## config.mk

```make
export PLATFORM = sky130hd
export DESIGN_NAME = ski_heap_alloc_arbiter_flat
export DESIGN_NICKNAME = d
export VERILOG_FILES = /design/src/rtl/ski_heap_alloc_arbiter_if.sv /design/src/rtl/ski_heap_alloc_arbiter.sv /design/src/flat_wrapper.sv
export SDC_FILE = /design/constraint.sdc
export NUM_CORES = 1
export LEC_CHECK = 0
export CORE_MARGIN = 2
export CORE_UTILIZATION = 40
export DETAILED_ROUTE_END_ITERATION = 12
export PLACE_DENSITY = 0.77
export SYNTH_ARGS = -nofsm -noshare
export SYNTH_HDL_FRONTEND = slang
export SYNTH_SLANG_ARGS = --single-unit
```

## constraint.sdc

```tcl
create_clock -name system1000 -period 2.8 [get_ports system1000]
set_clock_uncertainty 0.05 [all_clocks]
set_input_delay 0.56 -clock system1000 [delete_from_list [all_inputs] [get_ports system1000]]
set_output_delay 0.56 -clock system1000 [all_outputs]
set_load 0.02 [all_outputs]
```

## src/rtl/ski_heap_alloc_arbiter_if.sv

```systemverilog
// rtl/ski_heap_alloc_arbiter_if.sv - requester, response and heap write port bundle for the heap allocator arbiter
interface ski_heap_alloc_arbiter_if;
    logic        req0_valid;
    logic [62:0] req0_term;
    logic        req0_ready;
    logic        req1_valid;
    logic [62:0] req1_term;
    logic        req1_ready;
    logic        rsp0_valid;
    logic        rsp1_valid;
    logic [29:0] rsp_addr;
    logic        rsp_err;
    logic        mem_wr_en;
    logic [29:0] mem_wr_addr;
    logic [63:0] mem_wr_data;
    logic        mem_wr_ack;
    logic        heap_rewind;
    logic        heap_full;

    // Arbiter side
    modport slave (
        input  req0_valid, req0_term, req1_valid, req1_term, mem_wr_ack, heap_rewind,
        output req0_ready, req1_ready, rsp0_valid, rsp1_valid, rsp_addr, rsp_err,
               mem_wr_en, mem_wr_addr, mem_wr_data, heap_full
    );

    // Requester / heap / GC side
    modport master (
        output req0_valid, req0_term, req1_valid, req1_term, mem_wr_ack, heap_rewind,
        input  req0_ready, req1_ready, rsp0_valid, rsp1_valid, rsp_addr, rsp_err,
               mem_wr_en, mem_wr_addr, mem_wr_data, heap_full
    );
endinterface

```

## src/rtl/ski_heap_alloc_arbiter.sv

```systemverilog
// rtl/ski_heap_alloc_arbiter.sv - round-robin heap write arbiter with SKI term encoder and bump allocator
module ski_heap_alloc_arbiter #(
    parameter logic [29:0] HEAP_BASE  = 30'd0,
    parameter logic [29:0] HEAP_LIMIT = 30'd1023
) (
    input  logic                           system1000,
    input  logic                           system1000_rstn,
    ski_heap_alloc_arbiter_if.slave        bus
);
    typedef enum logic [1:0] {IDLE, WRITE, DONE} state_t;

    // One past the last usable address; the pointer carries an extra bit so this never wraps.
    localparam logic [30:0] FULL_PTR = {1'b0, HEAP_LIMIT} + 31'd1;
    localparam logic [30:0] BASE_PTR = {1'b0, HEAP_BASE};

    state_t      state_q, state_d;
    logic [30:0] ptr_q, ptr_d;
    logic        full_q, full_d;
    logic        last_grant_q, last_grant_d;
    logic        rewind_pend_q, rewind_pend_d;
    logic        id_q, id_d;
    logic        err_q, err_d;
    logic [29:0] addr_q, addr_d;
    logic [63:0] word_q, word_d;
    logic        gnt;

    // Map a 63-bit SKI term onto the 64-bit heap word: combinators carry only a tag,
    // applications keep both 30-bit child pointers, literals keep a 32-bit payload.
    function automatic logic [63:0] encode(input logic [62:0] term);
        logic [63:0] w;
        casez (term[62:60])
            3'b000:  w = {4'h0, 60'd0};
            3'b001:  w = {4'h1, 60'd0};
            3'b010:  w = {4'h2, 60'd0};
            3'b011:  w = {4'h3, term[59:30], term[29:0]};
            default: w = {4'h4, 28'd0, term[59:28]};
        endcase
        return w;
    endfunction

    // State, allocator and latched transaction registers
    always_ff @(posedge system1000 or negedge system1000_rstn) begin
        if (!system1000_rstn) begin
            state_q       <= IDLE;
            ptr_q         <= BASE_PTR;
            full_q        <= 1'b0;
            last_grant_q  <= 1'b1;
            rewind_pend_q <= 1'b0;
            id_q          <= 1'b0;
            err_q         <= 1'b0;
            addr_q        <= 30'd0;
            word_q        <= 64'd0;
        end else begin
            state_q       <= state_d;
            ptr_q         <= ptr_d;
            full_q        <= full_d;
            last_grant_q  <= last_grant_d;
            rewind_pend_q <= rewind_pend_d;
            id_q          <= id_d;
            err_q         <= err_d;
            addr_q        <= addr_d;
            word_q        <= word_d;
        end
    end

    // Next-state, arbitration and handshake outputs
    always_comb begin
        state_d        = state_q;
        ptr_d          = ptr_q;
        last_grant_d   = last_grant_q;
        rewind_pend_d  = rewind_pend_q;
        id_d           = id_q;
        err_d          = err_q;
        addr_d         = addr_q;
        word_d         = word_q;
        gnt            = 1'b0;
        bus.req0_ready = 1'b0;
        bus.req1_ready = 1'b0;
        bus.rsp0_valid = 1'b0;
        bus.rsp1_valid = 1'b0;
        bus.rsp_addr   = 30'd0;
        bus.rsp_err    = 1'b0;
        bus.mem_wr_en  = 1'b0;

        case (state_q)
            IDLE: begin
                if (rewind_pend_q || bus.heap_rewind) begin
                    // The rewind cycle grants nothing so the new base is used by the next term.
                    ptr_d         = BASE_PTR;
                    rewind_pend_d = 1'b0;
                end else if (bus.req0_valid || bus.req1_valid) begin
                    if (bus.req0_valid && bus.req1_valid) begin
                        gnt = ~last_grant_q;
                    end else begin
                        gnt = bus.req1_valid;
                    end
                    bus.req0_ready = ~gnt;
                    bus.req1_ready = gnt;
                    word_d         = encode(gnt ? bus.req1_term : bus.req0_term);
                    id_d           = gnt;
                    addr_d         = ptr_q[29:0];
                    err_d          = full_q;
                    state_d        = full_q ? DONE : WRITE;
                end
            end
            WRITE: begin
                bus.mem_wr_en = 1'b1;
                if (bus.heap_rewind) begin
                    rewind_pend_d = 1'b1;
                end
                if (bus.mem_wr_ack) begin
                    ptr_d   = ptr_q + 31'd1;
                    state_d = DONE;
                end
            end
            DONE: begin
                bus.rsp0_valid = ~id_q;
                bus.rsp1_valid = id_q;
                bus.rsp_addr   = err_q ? 30'd0 : addr_q;
                bus.rsp_err    = err_q;
                last_grant_d   = id_q;
                if (bus.heap_rewind) begin
                    rewind_pend_d = 1'b1;
                end
                state_d = IDLE;
            end
            default: state_d = IDLE;
        endcase

        full_d = (ptr_d == FULL_PTR);
    end

    assign bus.mem_wr_addr = addr_q;
    assign bus.mem_wr_data = word_q;
    assign bus.heap_full   = full_q;
endmodule

```

## src/flat_wrapper.sv

```systemverilog
// flat-port wrapper written by rule: the top's interface ports become plain ports
module ski_heap_alloc_arbiter_flat 
#(
    parameter logic [29:0] HEAP_BASE  = 30'd0,
    parameter logic [29:0] HEAP_LIMIT = 30'd1023
)
  (system1000, system1000_rstn, bus_req0_valid, bus_req0_term, bus_req1_valid, bus_req1_term, bus_mem_wr_ack, bus_heap_rewind, bus_req0_ready, bus_req1_ready, bus_rsp0_valid, bus_rsp1_valid, bus_rsp_addr, bus_rsp_err, bus_mem_wr_en, bus_mem_wr_addr, bus_mem_wr_data, bus_heap_full);
  ski_heap_alloc_arbiter_if bus_i ();
  input  logic system1000;
  input  logic system1000_rstn;
  input wire logic [$bits(bus_i.req0_valid)-1:0] bus_req0_valid;
  input wire logic [$bits(bus_i.req0_term)-1:0] bus_req0_term;
  input wire logic [$bits(bus_i.req1_valid)-1:0] bus_req1_valid;
  input wire logic [$bits(bus_i.req1_term)-1:0] bus_req1_term;
  input wire logic [$bits(bus_i.mem_wr_ack)-1:0] bus_mem_wr_ack;
  input wire logic [$bits(bus_i.heap_rewind)-1:0] bus_heap_rewind;
  output wire logic [$bits(bus_i.req0_ready)-1:0] bus_req0_ready;
  output wire logic [$bits(bus_i.req1_ready)-1:0] bus_req1_ready;
  output wire logic [$bits(bus_i.rsp0_valid)-1:0] bus_rsp0_valid;
  output wire logic [$bits(bus_i.rsp1_valid)-1:0] bus_rsp1_valid;
  output wire logic [$bits(bus_i.rsp_addr)-1:0] bus_rsp_addr;
  output wire logic [$bits(bus_i.rsp_err)-1:0] bus_rsp_err;
  output wire logic [$bits(bus_i.mem_wr_en)-1:0] bus_mem_wr_en;
  output wire logic [$bits(bus_i.mem_wr_addr)-1:0] bus_mem_wr_addr;
  output wire logic [$bits(bus_i.mem_wr_data)-1:0] bus_mem_wr_data;
  output wire logic [$bits(bus_i.heap_full)-1:0] bus_heap_full;
  assign bus_i.req0_valid = bus_req0_valid;
  assign bus_i.req0_term = bus_req0_term;
  assign bus_i.req1_valid = bus_req1_valid;
  assign bus_i.req1_term = bus_req1_term;
  assign bus_i.mem_wr_ack = bus_mem_wr_ack;
  assign bus_i.heap_rewind = bus_heap_rewind;
  assign bus_req0_ready = bus_i.req0_ready;
  assign bus_req1_ready = bus_i.req1_ready;
  assign bus_rsp0_valid = bus_i.rsp0_valid;
  assign bus_rsp1_valid = bus_i.rsp1_valid;
  assign bus_rsp_addr = bus_i.rsp_addr;
  assign bus_rsp_err = bus_i.rsp_err;
  assign bus_mem_wr_en = bus_i.mem_wr_en;
  assign bus_mem_wr_addr = bus_i.mem_wr_addr;
  assign bus_mem_wr_data = bus_i.mem_wr_data;
  assign bus_heap_full = bus_i.heap_full;
  ski_heap_alloc_arbiter #(.HEAP_BASE(HEAP_BASE), .HEAP_LIMIT(HEAP_LIMIT)) u_core (.system1000(system1000), .system1000_rstn(system1000_rstn), .bus(bus_i));
endmodule
```

# [Word-level counts from Yosys, hierarchy flattened]
# Index checks and enable logic that the tools add are counted.
[totals] regBits=132 input_bits=132 output_inout_bits=131 wordCells=64
[classes] eq_ne=11 mux=29 bitwise_logic=4 add_sub_neg=1 n_reduce_logical=10
[ops] op="case mux 63 bit (4 select lines)" count=1
[ops] op="2-to-1 mux 63 bit" count=1
[ops] op="2-to-1 mux 31 bit" count=2
[ops] op="case mux 31 bit (2 select lines)" count=1
[ops] op="2-to-1 mux 30 bit" count=2
[ops] op="adder 31 x 1 -> 31 bit, second input constant" count=1
[ops] op="equality test 31 x 11 -> 1 bit, second input constant" count=1
[ops] op="2-to-1 mux 1 bit" count=16
[ops] op="AND reduction 3 bit" count=3
[ops] op="2-to-1 mux 2 bit" count=4
[ops] op="equality test 3 x 2 -> 1 bit, second input constant" count=2
[ops] op="inequality test 2 x 1 -> 1 bit, second input constant" count=3
[ops] op="inequality test 2 bit, second input constant" count=2
[ops] op="inverter 1 bit" count=4
[ops] op="case mux 2 bit (2 select lines)" count=1
[ops] op="equality test 3 x 1 -> 1 bit, second input constant" count=1
[ops] op="zero test 3 bit" count=1
[ops] op="equality test 2 x 1 -> 1 bit, second input constant" count=1
[ops] op="equality test 2 bit, second input constant" count=1
[ops] op="zero test 2 bit" count=1
[ops] op="logical OR 1 bit" count=2
[ops] op="case mux 1 bit (2 select lines)" count=1
[ops] op="nonzero test 2 bit" count=1
[ops] op="OR reduction 2 bit" count=1
[ops] op="logical AND 1 bit" count=1

# [Longest topological paths before layout]
[logic_depth] word_depth=9 mapped_depth=12 mapped_depth_nobuf=9

# [Least setup slack after synthesis]
# Ideal clock, no wire load.
[synth_timing] path_kind="reg-to-reg" from="register u_core.ptr_q[1]" to="register u_core.full_q (netlist: u_core.bus.heap_full)" arrival_time_ns=2.612 setup_time_ns=0.068 path_stages_with_launch=9 synth_period_minus_slack_ns=2.730 n_path_buf=0 required_time_ns=2.682 path_slack_ns=0.070 cell_sequence="dfrtp_1 ha_1 nand4_4 or4_4 o31a_1 o21ai_1 or4b_1 nor3_1 and4_1"
[synth_via] elab_chain_cells=4 word_cells_on_any_way=5 classes_between="add/sub (1); eq/ne (1); mux (3)"
[synth_lines] element="start, declared" line_no="ski_heap_alloc_arbiter.sv:17" source="logic [30:0] ptr_q, ptr_d;"
[synth_lines] element="start signal, assigned" line_no="ski_heap_alloc_arbiter.sv:55" source="ptr_q <= ptr_d;"
[synth_lines] element="adder 31 x 1 -> 31 bit" line_no="ski_heap_alloc_arbiter.sv:112" source="ptr_d = ptr_q + 31'd1;"
[synth_lines] element="2-to-1 mux 31 bit" line_no="ski_heap_alloc_arbiter.sv:111" source="if (bus.mem_wr_ack) begin"
[synth_lines] element="case mux 31 bit (2 select lines) *" line_no="ski_heap_alloc_arbiter.sv:85" source="case (state_q)"
[synth_lines] element="equality test 31 x 11 -> 1 bit *" line_no="ski_heap_alloc_arbiter.sv:130" source="full_d = (ptr_d == FULL_PTR);"
[synth_lines] element="via u_core.full_d" line_no="ski_heap_alloc_arbiter.sv:18" source="logic full_q, full_d;"
[synth_lines] element="end signal, assigned" line_no="ski_heap_alloc_arbiter.sv:56" source="full_q <= full_d;"
[synth_lines] element="end, declared" line_no="ski_heap_alloc_arbiter.sv:18"
# The timed path passes the listed nets; every way through them passes the cells marked *.
# A chain may end at the register's enable or synchronous reset.

# [Final worst setup path]
[layout_timing] from="register u_core.state_q[1]" to="output port bus_mem_wr_en"
[layout_via] elab_chain_cells=2
[layout_lines] element="start, declared" line_no="ski_heap_alloc_arbiter.sv:16" source="state_t state_q, state_d;"
[layout_lines] element="start signal, assigned" line_no="ski_heap_alloc_arbiter.sv:54" source="state_q <= state_d;"
[layout_lines] element="equality test 2 x 1 -> 1 bit" line_no="ski_heap_alloc_arbiter.sv:85"
[layout_lines] element="2-to-1 mux 1 bit" line_no="ski_heap_alloc_arbiter.sv:85"
[layout_lines] element="end, declared" line_no="flat_wrapper.sv:23" source="output wire logic [$bits(bus_i.mem_wr_en)-1:0] bus_mem_wr_en;"
# Every way passes these cells.

==> summary.md <==
| Metric | Value |
|---|---|
| Status | finished, final reports clean |
| Worst slew margin relative to its limit | 62.24% |
| Global Route Usage Sum | 25.47% |
| Data arrival time of the worst path | 2.09 ns |
| Placed Area | 10200 um2 |
| Clock tree from TritonCTS | done |
| Core ar. | 17120 um2 |
| Post-layout nets | 1190 |
| Hold buffers post-CTS | 0 |
| Commonest non-fill, non-tap cell in the layout | sky130_fd_sc_hd__clkdlybuf4s50_1 |
| Worst-case setup margin in the final layout | 0.09555 ns |
| Leakage power | 4.875 nW |
| Share of final-layout standard cells stronger than drive strength 1 | 12.49% |
| Clock latency on the worst-skew pair | 0.42 ns |
| Floorplan die height | 135.5 um |
| Worst Path Class, Setup | reg2out |
| Compound-Gate Fraction of Synth Area | 17.12% |
| Core Rows | 48 |
| Area grow syn2layout | 56.53% |
| Crit Path Max Fanout | 20 |
| Final core utilization | 63.30% |
| Min Clock Period, post-route | 2.704 ns |
| Area share of fa/ha/maj cells after synthesis | 0.9038% |
| Average vias per placed instance | 5.325 |
| Die W | 135.5 um |
| Mapped Avg Cell Area | 9.060 um2 |
| Post-synthesis async set-or-reset flop share | 100.0% |
| Average detailed-routed wire length per instance | 18.02 um |
| Detailed-routing iteration count for the pre-antenna-repair pass | 5 |
| Final Cell Area | 10830 um2 |
| Area used by multi-input combinational logic | 3440 um2 |
| Routed Wire Length | 23.26 mm |
| Antenna violations before repair | 1 |
| PnR Total Power | 8.319 mW |
| Final period utilization | 96.59% |
| Clock Pin Slew Worst Setup and Hold Paths | 0.06 ns |
| Number of pins exceeding their max-slew limit in the final report | 0 |
| Post-Place Setup Slack | -0.6162 ns |
| Number of levels in the clock H-tree | 4 |
| Post-synthesis simple-gate area fraction | 20.12% |
| Synthesized instance count | 764 |
| Commonest register cell after synthesis | sky130_fd_sc_hd__dfrtp_1 |
| Starting DRT DRC Count | 396 |
| Critical Path Start Type | flop |
| Total vias in the final route | 6874 |
| Starting density of the core | 40.44% |
| Parity-gate share of the synthesized area counting xor and xnor cells | 0.5061% |
| Via count of the first global-routing pass | 6701 |
| Number of ports placed on the die boundary | 263 |
| Crit end category | output port |
| Synthesized cell area | 6922 um2 |
| Number of enable-type register cells in the synthesized netlist | 0 |
| Least-Margin Pin Slew | 0.5664 ns |
| Sequential cell area | 3283 um2 |
| Largest family of logic cells by synthesized area | simple AND/OR/NAND/NOR gates |
| Highest-count cells in the layout ignoring fill and taps | sky130_fd_sc_hd__clkdlybuf4s50_1, sky130_fd_sc_hd__o21ai_0, sky130_fd_sc_hd__nand2_1 |
| Total die area | 18370 um2 |
| Synth cell types | 61 |
| Flip-flop and latch count after synthesis | 131 |
| Max Cap Violations | 0 |
| Multiplexer share of the synthesized area | 9.906% |
| Data required time at the worst endpoint | 2.19 ns |
| Port buffer count | 261 |
| Layout Cells excl Fill | 1291 |
| VDD IR max | 519.0 uV |
| Number of nets still failing antenna checks after routing | 0 |
| Library cell used as clock root buffer | sky130_fd_sc_hd__clkbuf_16 |
| Post-DP HPWL | 16.93 mm |
| Wire length of the first global-routing pass | 36.23 mm |
| Power per standard cell area | 767.8 nW/um2 |
| Total clock sinks | 131 |
| Max clock buf depth | 2 |
| Routability-driven placement congestion ratio | 0.9457 |
| DRC violation count after routing | 0 |
| Setup violations, final | 0 |
| Pin count of the biggest net entering global routing | 68 |
| Hold violation count in the final report | 0 |
| Count of warnings emitted by yosys | 0 |
| Number of fillers in the final layout | 1467 |
| Number of buffers created by CTS | 17 |
| Placed Instances | 1258 |
| Share of the yosys chip area belonging to registers | 47.38% |
| RSZ-0062 raised after global routing | false |
| Post-synthesis net count | 901 |
| Top achievable clock speed | 369.8 MHz |
| Worst hold-check path type | in2async |
| Total congestion overflow | 0 |
-- per-layer routing --
layer  routed length, um  vias up  share of wire (%)  global-route usage, %
met5                   0        -                  0                      0
met4                 581        0                2.5                  8.218
met3                1936       33                8.3                  9.652
met2               11860      238                 51                  43.04
met1                8881     3324                 38                  29.94
li1                    -     3279                  -                      -
-- cell usage after synthesis, drive strengths merged (10+ instances only) --
cell / count / area share (%)
nand3: 20 / 1.6
nor4: 11 / 0.99
a21oi: 14 / 1.0
and2: 35 / 3.2
mux2i: 64 / 9.3
nor3: 10 / 0.72
nor2: 10 / 0.54
clkbuf: 44 / 2.4
dfrtp: 130 / 47
nand2: 145 / 7.9
o21ai: 157 / 11
buf: 14 / 1.1
-- through the flow --
stage | TNS (ns) | hold slack [ns]
2_1_floorplan | 0 | 0.2144
3_3_place_gp | -1.240 | 0.4009
3_5_place_dp | -1.477 | 0.4067
4_1_cts | 0 | 0.06844
5_1_grt | 0 | 0.09091
6_report | 0 | 0.04741
-- logic make-up after synthesis --
group / Yosys count
adder cells (fa/ha/maj): 5
XOR/XNOR: 4
buffers and inverters: 67
flip-flops: 131
multiplexers: 68
AO/OA/AOI/OAI: 211
AND/OR/NAND/NOR: 277
other: 1
-- sequential cells by signal, indices dropped and copies added (netlist names) --
name                    cells
u_core.bus.mem_wr_data     63
u_core.bus.mem_wr_addr     30
u_core.bus.heap_full        1
u_core.id_q                 1
u_core.err_q                1
u_core.last_grant_q         1
u_core.rewind_pend_q        1
u_core.state_q              2
u_core.ptr_q               31
-- power by group --
group	internal (mW)	leakage, nW	switching, mW	total (mW)
Combinational	1.53	2.86	1.91	3.44
Clock	1.44	0.292	0.880	2.32
Sequential	2.31	1.72	0.248	2.56
Total	5.28	4.87	3.04	8.32
-- path summary, 6_finish.rpt --
| kind | start | to | slack (ns) | depth (start not counted) |
|---|---|---|---|---|
| max in group asynchronous | system1000_rstn | u_core.bus.mem_wr_data[62] | 2.00 | 2 |
| worst max register to register | u_core.ptr_q[0] | u_core.bus.heap_full | 0.13 | 8 |
| worst max-delay path | u_core.state_q[1] | bus_mem_wr_en | 0.1 | 4 |
| worst min register to register | u_core.bus.mem_wr_data[61] | u_core.bus.mem_wr_data[61] | 0.42 | 2 |
| worst min-delay path | system1000_rstn | u_core.bus.mem_wr_addr[24] | 0.05 | 1 |
| min in group system1000 | u_core.bus.mem_wr_data[61] | u_core.bus.mem_wr_data[61] | 0.42 | 2 |
-- what timing repair did --
| item | in CTS | in global routing |
|---|---|---|
| resized for setup | 36 | 16 |
| buffers inserted | 0 | 1 |
| pin swaps | 0 | 2 |
| endpoints found under the hold margin | 0 | 0 |
| setup endpoints to repair | 32 | 4 |
-- cell type report --
cell class	instances	share of cell area, %
Multi-Input combinational cell	566	31.75
Inverter	9	0.3118
Clock buffer	19	4.181
Sequential cell	131	30.30
Timing Repair Buffer	328	29.41
Tap cell	225	2.598
Antenna cell	1	0.02310
Clock inverter	12	1.420
-- critical path: stages, from the launching register on --
cell,delay (ns)
sky130_fd_sc_hd__dfrtp_1,0.37
sky130_fd_sc_hd__inv_1,0.08
sky130_fd_sc_hd__ha_1,0.31
sky130_fd_sc_hd__buf_6,0.26
sky130_fd_sc_hd__clkdlybuf4s50_1,0.65
(Power assumes the default switching activity.)
